`config.mk`:
```
export PLATFORM = sky130hd
export DESIGN_NAME = aes_round_ctrl_flat
export DESIGN_NICKNAME = d
export VERILOG_FILES = /design/src/rtl/aes_round_ctrl_if.sv /design/src/rtl/aes_round_ctrl.sv /design/src/flat_wrapper.sv
export SDC_FILE = /design/constraint.sdc
export NUM_CORES = 1
export LEC_CHECK = 0
export CORE_UTILIZATION = 30
export DETAILED_ROUTE_END_ITERATION = 7
export DONT_BUFFER_PORTS = 1
export PLACE_DENSITY = 0.44
export REMOVE_ABC_BUFFERS = 1
export SYNTH_ARGS = -nofsm -noshare
export SYNTH_HDL_FRONTEND = slang
export SYNTH_SLANG_ARGS = --single-unit
export TNS_END_PERCENT = 50
```
`constraint.sdc`:
```
create_clock -name clk -period 1.7 [get_ports clk]
set_input_delay 0.425 -clock clk [delete_from_list [all_inputs] [get_ports clk]]
set_output_delay 0.425 -clock clk [all_outputs]
set_load 0.03 [all_outputs]
```
`src/rtl/aes_round_ctrl_if.sv`:
```
// Control bundle between the AES round sequencer and its datapath/owner.
// master = sequencer, slave = datapath and start/abort/stall source.
interface aes_round_ctrl_if #(
    parameter int RW = 4
);
    logic          start;
    logic          abort;
    logic          stall;
    logic          busy;
    logic          done;
    logic          ld_state;
    logic          ld_key;
    logic          sel_init;
    logic          sb_en;
    logic          mc_bypass;
    logic [RW-1:0] round;
    logic [7:0]    rcon;

    modport master (
        input  start, abort, stall,
        output busy, done, ld_state, ld_key, sel_init,
        output sb_en, mc_bypass, round, rcon
    );

    modport slave (
        output start, abort, stall,
        input  busy, done, ld_state, ld_key, sel_init,
        input  sb_en, mc_bypass, round, rcon
    );
endinterface

```
`src/rtl/aes_round_ctrl.sv`:
```
// Iterative AES-128 round sequencer: LOAD, then SUB/UPD per round, then DONE.
// Emits datapath enables, mux selects, round index and rcon.
module aes_round_ctrl #(
    parameter int NR = 10,
    parameter int RW = 4
) (
    input logic              clk,
    input logic              reset,
    aes_round_ctrl_if.master bus
);
    typedef enum logic [2:0] {
        S_IDLE = 3'd0,
        S_LOAD = 3'd1,
        S_SUB  = 3'd2,
        S_UPD  = 3'd3,
        S_DONE = 3'd4
    } state_t;

    state_t        r_state;
    state_t        w_next;
    logic [RW-1:0] r_round;
    logic [RW-1:0] w_round_nx;
    logic [7:0]    r_rcon;
    logic [7:0]    w_rcon_nx;
    logic          w_last;

    function automatic logic [7:0] xtime(input logic [7:0] x);
        return {x[6:0], 1'b0} ^ (x[7] ? 8'h1b : 8'h00);
    endfunction

    assign w_last = (r_round == RW'(NR));

    always_ff @(posedge clk) begin
        if (reset) begin
            r_state <= S_IDLE;
            r_round <= '0;
            r_rcon  <= 8'h01;
        end else begin
            r_state <= w_next;
            r_round <= w_round_nx;
            r_rcon  <= w_rcon_nx;
        end
    end

    always_comb begin
        w_next     = r_state;
        w_round_nx = r_round;
        w_rcon_nx  = r_rcon;
        if (bus.abort) begin
            w_next     = S_IDLE;
            w_round_nx = '0;
            w_rcon_nx  = 8'h01;
        end else if (!bus.stall) begin
            unique case (r_state)
                S_IDLE: begin
                    if (bus.start) w_next = S_LOAD;
                end
                S_LOAD: begin
                    w_next     = S_SUB;
                    w_round_nx = RW'(1);
                    w_rcon_nx  = 8'h01;
                end
                S_SUB: begin
                    w_next = S_UPD;
                end
                S_UPD: begin
                    if (w_last) begin
                        w_next = S_DONE;
                    end else begin
                        w_next     = S_SUB;
                        w_round_nx = r_round + RW'(1);
                        w_rcon_nx  = xtime(r_rcon);
                    end
                end
                S_DONE: begin
                    if (bus.start) w_next = S_LOAD;
                end
                default: begin
                    w_next     = S_IDLE;
                    w_round_nx = '0;
                    w_rcon_nx  = 8'h01;
                end
            endcase
        end
    end

    // Stall only masks the write/issue strobes; mode decodes stay state-based.
    assign bus.busy      = (r_state == S_LOAD) || (r_state == S_SUB) ||
                           (r_state == S_UPD);
    assign bus.done      = (r_state == S_DONE);
    assign bus.ld_state  = ((r_state == S_LOAD) || (r_state == S_UPD)) &&
                           !bus.stall;
    assign bus.ld_key    = bus.ld_state;
    assign bus.sel_init  = (r_state == S_LOAD);
    assign bus.sb_en     = (r_state == S_SUB) && !bus.stall;
    assign bus.mc_bypass = (r_state == S_UPD) && w_last;
    assign bus.round     = r_round;
    assign bus.rcon      = r_rcon;
endmodule
```
`src/flat_wrapper.sv`:
```
// flat-port wrapper written by rule: the top's interface ports become plain ports
module aes_round_ctrl_flat 
#(
    parameter int NR = 10,
    parameter int RW = 4
)
  (clk, reset, bus_start, bus_abort, bus_stall, bus_busy, bus_done, bus_ld_state, bus_ld_key, bus_sel_init, bus_sb_en, bus_mc_bypass, bus_round, bus_rcon);
  aes_round_ctrl_if #(.RW(RW)) bus_i ();
  input logic clk;
  input logic reset;
  input wire logic [$bits(bus_i.start)-1:0] bus_start;
  input wire logic [$bits(bus_i.abort)-1:0] bus_abort;
  input wire logic [$bits(bus_i.stall)-1:0] bus_stall;
  output wire logic [$bits(bus_i.busy)-1:0] bus_busy;
  output wire logic [$bits(bus_i.done)-1:0] bus_done;
  output wire logic [$bits(bus_i.ld_state)-1:0] bus_ld_state;
  output wire logic [$bits(bus_i.ld_key)-1:0] bus_ld_key;
  output wire logic [$bits(bus_i.sel_init)-1:0] bus_sel_init;
  output wire logic [$bits(bus_i.sb_en)-1:0] bus_sb_en;
  output wire logic [$bits(bus_i.mc_bypass)-1:0] bus_mc_bypass;
  output wire logic [$bits(bus_i.round)-1:0] bus_round;
  output wire logic [$bits(bus_i.rcon)-1:0] bus_rcon;
  assign bus_i.start = bus_start;
  assign bus_i.abort = bus_abort;
  assign bus_i.stall = bus_stall;
  assign bus_busy = bus_i.busy;
  assign bus_done = bus_i.done;
  assign bus_ld_state = bus_i.ld_state;
  assign bus_ld_key = bus_i.ld_key;
  assign bus_sel_init = bus_i.sel_init;
  assign bus_sb_en = bus_i.sb_en;
  assign bus_mc_bypass = bus_i.mc_bypass;
  assign bus_round = bus_i.round;
  assign bus_rcon = bus_i.rcon;
  aes_round_ctrl #(.NR(NR), .RW(RW)) u_core (.clk(clk), .reset(reset), .bus(bus_i));
endmodule
```
==> reports/results.txt <==
Worst-Skew Late Latency: 0.28 ns
Cell variety after synth: 34
Antenna viol nets, final: 0
Final setup fails: 0
Worst-path maximum fanout: 9
Setup CP Type: reg -> out
Reg power frac: 58.2%
Total Neg Setup Slack: 0 ns
Fin crit period: 1.61 ns
Final core utilization: 35.8%
Clock Skews: 0.00570 ns
Final Cycle Share: 94.9%
Placed inst area: 928 µm²
Grt met2 use: 17.3%
Post-synth EDFFs: 0
GR peak layer: met2
Max_cap viols: 0
Worst Path Required: 1.27 ns
Num rows: 19
WP data arrival: 1.19 ns
Yosys warnings: 0
DRT Pass-1 Iters: 4
Met1 Track Usage GR: 15.1%
VDD IR max: 0.302 mV
Final std cell area, no fill: 996 µm²
Post-Syn Area: 892 µm²
WL/cell: 13.5 µm
Via count: 670
Most frequent cells in the layout: 11 x dfxtp_1, 9 x nand3_1, 8 x nor2_1, 8 x buf_4, 7 x nand2_1
Outcome: finished, final reports clean
#FFs+latches synth: 15
CTS Buf Count: 3
Largest net degree at the start of global routing: 23
Most common cell after layout, fill and taps aside: dfxtp_1
Post-Synthesis Cells: 93
Worst Hold Class: in -> reg
Crit end category: output port
GRT met3 Usage: 3.46%
Hpwl dp: 1.22 mm
Final slew viol count: 0
CTS Root Cell: clkbuf_4
I/O pin total: 24
Antenna violations before repair: 0
R2R setup slack: 0.34 ns
Seq/Total Area, Yosys: 33.7%
Antenna Cells: 0
First-pass GRT wire length: 2.93 mm
Total Die Area: 3200 µm²
Htree depth: 1
Max-slew headroom: 65.9%
Final Wtd Congestion: 0.736
Layout cells sized above 1: 34.3%
Port bufs: 0
Final wirelength: 1.75 mm
Primary FF master, synth: dfxtp_1
Clock power share: 35.0%
Layout fillers: 301
Number of clock sinks: 15
Final net count: 107
Synth async-reset ratio: 0%
Setup Fix Bufs, Post-CTS: 0
CTS max path bufs: 2
Switching Fraction: 24.9%
Global route overflow: 0
TritonCTS clock tree: yes
Tightest Pin Transition: 0.510 ns
P_sw: 151 µW
Startpoint types: register
DRC Markers: 0
Pwr Total: 608 µW
Die height: 56.5 µm
Hold WS: 0.280 ns
Core area: 2780 µm²
Final hold vios: 0
Vias in the first global route: 653
Fmax: 620 MHz
Initial Utilization: 32.1%
Clk pin slew, worst setup/hold paths: 0.10 ns
CTS Hold Buffers Added: 0
Post-Syn Area per Cell: 9.59 µm²
Leakage power: 0.382 nW
RSZ-0062 raised after global routing: yes
Pwr dens: 610 nW/µm²
Starting DRC count in detailed routing: 19
Die Wd: 56.5 µm
Total track usage: 11.8%
Via density: 5.15
Combinational power share: 6.8%
Internal Pwr Total: 457 µW
Area grow syn2layout: 11.6%
[final timing paths]
check	end	cells past startpoint	start
hold reg to reg	u_core.r_state[0]$_SDFFE_PP0P_	2	u_core.r_state[0]$_SDFFE_PP0P_
setup reg to reg	u_core.bus.round[0]$_SDFFE_PP0P_	7	u_core.bus.round[0]$_SDFFE_PP0P_
hold / removal	u_core.r_state[0]$_SDFFE_PP0P_	2	bus_stall
setup / recovery	bus_sb_en	2	u_core.r_state[0]$_SDFFE_PP0P_
[flip-flops by register name (all words and copies together), names as in the netlist]
name	cells
u_core.bus.round	4
u_core.bus.rcon	8
u_core.r_state	3
[layout make-up]
cell class | count | area (µm²) | area share (%)
clock buffer | 3 | 22.5 | 2.26
tap | 31 | 38.8 | 3.89
multi-input combinational | 67 | 493 | 49.5
sequential | 15 | 308 | 30.9
clock inverter | 1 | 7.51 | 0.754
timing repair buffer | 12 | 123 | 12.3
inverter | 1 | 3.75 | 0.377
[synthesized netlist by cell type, types with 2 or more instances]
cell / count / area share [%]
a21oi_1: 5 / 2.8
o41ai_2: 3 / 5.5
dfxtp_1: 15 / 34
buf_6: 2 / 2.5
o211ai_1: 3 / 2.5
clkbuf_8: 4 / 6.2
ha_1: 2 / 2.8
nand2_1: 7 / 2.9
xnor2_1: 3 / 2.9
nor2_1: 10 / 4.2
nand3_1: 9 / 5.0
o21ai_0: 3 / 1.7
buf_4: 2 / 1.7
o31ai_1: 5 / 4.2
[power by group through the flow]
stage	Combinational, mW	Clock (mW)	Sequential [mW]
2_1_floorplan	0.0244	0	0.363
3_3_place_gp	0.0407	0	0.363
3_5_place_dp	0.0406	0	0.363
4_1_cts	0.0414	0.227	0.355
5_1_grt	0.0451	0.241	0.354
6_report	0.0416	0.213	0.354
[per-layer routing]
layer | part of all wire, % | wire (µm)
met1 | 48 | 846
met2 | 43 | 752
met3 | 7.7 | 135
met4 | 0.80 | 14
met5 | 0 | 0
[cells by family (layout without fill, tap and decap cells)]
group,after synthesis,after routing,synth area share [%]
compound gates,22,22,20.5
simple gates,40,40,26.5
buf+inv,11,17,13.6
xor+xnor,3,3,2.95
fa+ha+maj,2,2,2.80
flops,15,15,33.7
[per-stage QoR]
stage | std cells | setup WS (ns)
finish | 130 | 0.0871
global route | 130 | -0.0266
CTS | 130 | 0.00214
detailed placement | 126 | 0.214
global placement | 126 | 0.211
floorplan | 83 | -0.321
[critical path, cell delays in order, from the launching register on]
cell	delay (ns)
dfxtp_2	0.38
nor4b_1	0.31
buf_4	0.21
[repair_timing]
| item | in CTS | in global routing |
|---|---|---|
| gates resized for setup | 5 | 8 |
| pin swaps | 0 | 1 |
| setup endpoints to repair | 6 | 5 |
| gates cloned | 0 | 0 |
No activity file was read; power rests on OpenSTA's default activity.
